[src/rtl/spi_pkg.sv]
// spi_pkg: shared definitions for the SPI receiver slice.
//   state_t         - receiver FSM states
//   DEF_DATA_WIDTH  - default bits per word
//   DEF_CS_POLAR    - default cs_n level while deselected
//   DEF_SAMPLE_RISE - default sampling edge (1 = rising sck)
package spi_pkg;

  typedef enum logic [1:0] {
    ST_IDLE  = 2'd0,
    ST_SHIFT = 2'd1,
    ST_DONE  = 2'd2
  } state_t;

  localparam int DEF_DATA_WIDTH  = 8;
  localparam bit DEF_CS_POLAR    = 1'b1;
  localparam bit DEF_SAMPLE_RISE = 1'b1;

endpackage

[src/rtl/spi_sync.sv]
// spi_sync: two-flop synchronizer bank for asynchronous inputs.
// Ports:
//   clk   - destination clock
//   a_rst - asynchronous active-high reset (loads rst_val)
//   s_rst - synchronous active-high reset (loads rst_val)
//   d     - asynchronous inputs
//   q     - synchronized outputs, two clk cycles of latency
module spi_sync #(
  parameter int               width   = 1,
  parameter logic [width-1:0] rst_val = '0
) (
  input  logic             clk,
  input  logic             a_rst,
  input  logic             s_rst,
  input  logic [width-1:0] d,
  output logic [width-1:0] q
);

  logic [width-1:0] meta_p1;

  always_ff @(posedge clk or posedge a_rst) begin
    if (a_rst) begin
      meta_p1 <= rst_val;
      q       <= rst_val;
    end else if (s_rst) begin
      meta_p1 <= rst_val;
      q       <= rst_val;
    end else begin
      // stage 1 -> stage 2
      meta_p1 <= d;
      q       <= meta_p1;
    end
  end

endmodule

[src/rtl/spi_receiver.sv]
// spi_receiver: SPI slave receive path clocked entirely by clk.
// sck, cs_n and mosi are oversampled (f_clk >= 4 * f_sck), edges of sck are
// detected in the clk domain and shifted MSB first into a word that is
// presented on a valid/ready interface.
// Ports:
//   clk, a_rst, s_rst - system clock, async reset, sync reset (active-high)
//   sck, cs_n, mosi   - raw SPI pins, asynchronous to clk
//   data, valid       - received word and its "unconsumed" flag
//   ready             - downstream accepts the word when valid && ready
//   busy              - synchronized chip-select active, delayed
//   overrun           - one-cycle pulse: completed word dropped (valid && !ready)
//   frame_err         - one-cycle pulse: chip select released mid-word
module spi_receiver
  import spi_pkg::*;
#(
  parameter int p_data_width  = DEF_DATA_WIDTH,
  parameter bit p_cs_polar    = DEF_CS_POLAR,
  parameter bit p_sample_rise = DEF_SAMPLE_RISE
) (
  input  logic                    clk,
  input  logic                    a_rst,
  input  logic                    s_rst,
  input  logic                    sck,
  input  logic                    cs_n,
  input  logic                    mosi,
  output logic [p_data_width-1:0] data,
  output logic                    valid,
  input  logic                    ready,
  output logic                    busy,
  output logic                    overrun,
  output logic                    frame_err
);

  localparam int                CNT_W   = $clog2(p_data_width) + 1;
  localparam logic [CNT_W-1:0] CNT_LAST = CNT_W'(p_data_width);
  localparam logic [CNT_W-1:0] CNT_PEN  = CNT_W'(p_data_width - 1);

  logic                    sck_p2, cs_n_p2, mosi_p2;
  logic                    sck_p3, cs_act_p3;
  logic                    cs_act, sample_edge;
  logic [CNT_W-1:0]        bit_cnt;
  logic [p_data_width-1:0] shift_q;
  state_t                  state;

  // Synchronizers reset to the idle pin levels so no edge or select is seen
  // while coming out of reset.
  spi_sync #(
    .width   (3),
    .rst_val ({~p_sample_rise, p_cs_polar, 1'b0})
  ) u_sync (
    .clk   (clk),
    .a_rst (a_rst),
    .s_rst (s_rst),
    .d     ({sck, cs_n, mosi}),
    .q     ({sck_p2, cs_n_p2, mosi_p2})
  );

  assign cs_act = (cs_n_p2 == ~p_cs_polar);

  // An sck edge only counts while select has been stable-active for two
  // cycles; this masks sck activity around select transitions.
  assign sample_edge = cs_act && cs_act_p3 &&
                       (p_sample_rise ? (sck_p2 && !sck_p3) : (!sck_p2 && sck_p3));

  always_ff @(posedge clk or posedge a_rst) begin
    if (a_rst) begin
      sck_p3    <= ~p_sample_rise;
      cs_act_p3 <= 1'b0;
      busy      <= 1'b0;
      state     <= ST_IDLE;
      bit_cnt   <= '0;
      shift_q   <= '0;
      data      <= '0;
      valid     <= 1'b0;
      overrun   <= 1'b0;
      frame_err <= 1'b0;
    end else if (s_rst) begin
      sck_p3    <= ~p_sample_rise;
      cs_act_p3 <= 1'b0;
      busy      <= 1'b0;
      state     <= ST_IDLE;
      bit_cnt   <= '0;
      shift_q   <= '0;
      data      <= '0;
      valid     <= 1'b0;
      overrun   <= 1'b0;
      frame_err <= 1'b0;
    end else begin
      // history stage (edge detect) -> busy stage
      sck_p3    <= sck_p2;
      cs_act_p3 <= cs_act;
      busy      <= cs_act_p3;
      overrun   <= 1'b0;
      frame_err <= 1'b0;

      if (valid && ready)
        valid <= 1'b0;

      case (state)
        ST_IDLE: begin
          if (cs_act)
            state <= ST_SHIFT;
        end

        ST_SHIFT: begin
          if (!cs_act) begin
            state   <= ST_IDLE;
            bit_cnt <= '0;
            if (bit_cnt != '0)
              frame_err <= 1'b1;
          end else if (sample_edge) begin
            shift_q <= {shift_q[p_data_width-2:0], mosi_p2};
            if (bit_cnt == CNT_PEN) begin
              bit_cnt <= CNT_LAST;
              state   <= ST_DONE;
            end else begin
              bit_cnt <= bit_cnt + 1'b1;
            end
          end
        end

        ST_DONE: begin
          // Clearing here lets the next word of the same frame start at once.
          bit_cnt <= '0;
          // A word accepted in this same cycle frees the slot for the new one.
          if (!valid || ready) begin
            data  <= shift_q;
            valid <= 1'b1;
          end else begin
            overrun <= 1'b1;
          end
          state <= cs_act ? ST_SHIFT : ST_IDLE;
        end

        default: state <= ST_IDLE;
      endcase
    end
  end

endmodule

[config.mk]
export PLATFORM = sky130hd
export DESIGN_NAME = spi_receiver
export DESIGN_NICKNAME = d
export VERILOG_FILES = /design/src/rtl/spi_pkg.sv /design/src/rtl/spi_sync.sv /design/src/rtl/spi_receiver.sv
export SDC_FILE = /design/constraint.sdc
export NUM_CORES = 1
export LEC_CHECK = 0
export BUFFER_PORTS_ARGS = -buffer_cell sky130_fd_sc_hd__buf_4
export CELL_PAD_IN_SITES_DETAIL_PLACEMENT = 0
export CELL_PAD_IN_SITES_GLOBAL_PLACEMENT = 2
export CORE_MARGIN = 3
export CORE_UTILIZATION = 39
export CTS_CLUSTER_SIZE = 25
export DETAILED_ROUTE_END_ITERATION = 8
export PLACE_DENSITY_LB_ADDON = 0.1
export SLEW_MARGIN = 20
export SYNTH_ARGS = -nofsm -noshare
export SYNTH_HDL_FRONTEND = slang
export SYNTH_HIERARCHICAL = 1
export SYNTH_SLANG_ARGS = --single-unit
[constraint.sdc]
create_clock -name clk -period 3.46 [get_ports clk]
set_input_delay 0.346 -clock clk [delete_from_list [all_inputs] [get_ports clk]]
set_output_delay 0.346 -clock clk [all_outputs]
set_load 0.01 [all_outputs]
==> results.json <==
{
  "status": "finished clean",
  "hold_viol_final": 0,
  "grt_overflow": 0,
  "area_growth_pct": 16.6,
  "worstSetupPathType": "register to register",
  "synthTopCellsByArea": "dfrtp_1 53%, nand2b_1 5.0%, nand2_1 4.5%, dfstp_2 3.5%, a21oi_1 3.0%",
  "fmax_mhz": 667,
  "worstSetupEndpointType": "register",
  "maxCapViolCount": 0,
  "yosysWarnings": 6,
  "grt_antenna_before_repair": 0,
  "min_period_ns": 1.50,
  "critPathLaunchType": "register",
  "wl_per_cell_microns": 12.3,
  "grt_pass1_wl_mm": 4.37,
  "io_buffers": 18,
  "hpwlAfterDp_mm": 1.72,
  "grt_use_met2_pct": 18.4,
  "period_share_pct": 43.3,
  "rows": 21,
  "dr.pass1.iters": 4,
  "critPathMaxFanout": 11,
  "vias": 991,
  "crit_chain": "nor2b_4 -> nand2_4 -> o32ai_4 -> mux2_4",
  "grtUsageTotal_pct": 13.1,
  "synth_cells": 137,
  "max_stage_delay_ns": 0.43,
  "antenna_left": 0,
  "wl_mm": 2.51,
  "pin_count": 19,
  "rsz0062_at_grt": "no",
  "clock-root-buffer": "clkbuf_8",
  "ir_drop_mv": 0.214,
  "start_util_pct": 42.5,
  "met1_usage_pct": 17.9,
  "gp_congestion": 0.865,
  "final_cell_mix": "32 x dfrtp_1, 18 x nand2_1, 18 x buf_4, 12 x nand2b_1",
  "slowest_stage": "dfrtp_1",
  "nets": 167,
  "clkSinkCount": 34,
  "first_global_vias": 946,
  "drc": 0,
  "cp_data_arrival_time_ns": 1.66,
  "cp_top_family": "simple AND/OR/NAND/NOR gates",
  "first_iter_violations": 84,
  "crit_required_ns": 3.62,
  "die-height_microns": 68.0,
  "finalPower_mw": 0.702,
  "dieArea_sq_um": 4620,
  "ys_seq_elements": 34,
  "synth.avg_cell_area_sq_um": 10.9,
  "via_per_inst": 4.86,
  "fin_setup_tns_ns": 0,
  "ys_seq_area_share_pct": 57.0,
  "setup_ws_ns": 1.96,
  "clkTransAtPathRegs_ns": 0.06,
  "post-place-ws_ns": 1.95,
  "holdBufCountCts": 1,
  "slew_headroom_pct": 61.7,
  "use_met3_pct": 3.94,
  "synth_top_area_share_pct": 53.5,
  "p_leak_nw": 0.790,
  "setup_viol": 0,
  "synth_cell_types": 34,
  "final_common_cell": "dfrtp_1",
  "grt-busiest-layer": "met2",
  "diodes": 0,
  "power_density_nw_per_um2": 402,
  "num-fill-cells": 343,
  "grt_start_max_net_pins": 32,
  "drive_above_1_share_pct": 22.8,
  "hold_class": "input port to register",
  "cts_tree": "done",
  "path_buf_inv": 0,
  "core_sq_um": 3520,
  "synth_nets": 146,
  "worst_pin_slew_ns": 0.574,
  "die_w_microns": 68.0,
  "cts_setup_buffers": 0,
  "insertion_delay_ns": 0.27,
  "whs_ns": 0.264,
  "cts.path.max_buffers": 2,
  "fin_skew_ns": 0.00352,
  "syn_area_sq_um": 1500,
  "yosysTopAreaCell": "dfrtp_1",
  "cts_resized": 0,
  "htreeDepth": 2,
  "slew_violations": 0,
  "cts_buffers": 5
}
-- Yosys cell counts --
cell	count
a2111oi_0	1
a211oi_1	1
a21boi_0	1
a21oi_1	9
a21oi_2	1
a41o_1	1
and2b_4	1
and4bb_4	1
buf_2	3
buf_6	1
clkbuf_1	1
dfrtp_1	32
dfstp_2	2
ha_1	2
inv_1	5
mux2_4	2
mux2i_1	1
nand2_1	18
nand2_2	1
nand2_4	1
nand2b_1	12
nand3_1	9
nand4b_1	1
nor2_1	5
nor2_4	1
nor2b_1	6
nor2b_4	1
nor3_1	3
o21ai_0	8
o2bb2ai_1	1
o32ai_1	1
o32ai_4	1
or2_1	2
or3b_1	1
-- flip-flops by register name, indices dropped and copies added, names as in the netlist --
name            flops
cs_act_p3           1
bit_cnt             4
busy                1
overrun             1
u_sync/q            3
frame_err           1
shift_q             8
data                8
valid               1
state               2
u_sync/meta_p1      3
sck_p3              1
-- layer usage --
| metal | wire [microns] | share of wire, % |
|---|---|---|
| met2 | 993 | 39 |
| met4 | 36 | 1.4 |
| met5 | 0 | 0 |
| met1 | 1330 | 53 |
| met3 | 155 | 6.2 |
-- layout make-up --
type,instances,area [sq um],share of cell area (%)
Clock buffer,7,76.3,4.37
Timing Repair Buffer,19,145,8.31
Inverter,5,18.8,1.07
Tap cell,46,57.6,3.30
Multi-Input combinational cell,93,596,34.1
Sequential cell,34,853,48.9
-- worst paths after layout --
path | from | slack, ns | endpoint | cells after the start
max in group asynchronous | a_rst | 2.37 | data[1] | 3
min reg2reg | u_sync/meta_p1[0] | 0.47 | u_sync/q[0] | 1
max | state[1] | 1.96 | bit_cnt[0] | 4
min in group asynchronous | a_rst | 0.56 | u_sync/q[0] | 3
max reg2reg | state[1] | 1.96 | bit_cnt[0] | 4
min | cs_n | 0.26 | u_sync/meta_p1[1] | 2
-- stage by stage --
| stage | instances | util [%] | instance area [sq um] |
|---|---|---|---|
| 3_3_place_gp | 196 | 47.2 | 1660 |
| 3_5_place_dp | 196 | 47.2 | 1660 |
| 5_1_grt | 204 | 49.6 | 1750 |
| 6_report | 204 | 49.6 | 1750 |
| 2_1_floorplan | 137 | - | 1500 |
| 4_1_cts | 204 | 49.6 | 1750 |
-- report_power, final --
part           internal, mW  total, mW  switching [mW]  leakage (nW)
logic                0.0146     0.0362          0.0216         0.287
registers             0.403      0.406         0.00264         0.464
clock network         0.138      0.260           0.122        0.0383
-- worst register-to-register path: stages, from the launching register on --
cell and delay [ns]:
dfrtp_1 0.43, nor2b_4 0.34, nand2_4 0.10, o32ai_4 0.19, mux2_4 0.33
-- cells by family after synthesis --
logic type / Yosys count / synth area share [%]
flops: 34 / 57.0
fa+ha+maj: 2 / 1.67
simple gates: 63 / 23.9
mux: 3 / 2.67
compound gates: 25 / 11.5
buf+inv: 10 / 3.26
(Power assumes the default switching activity.)
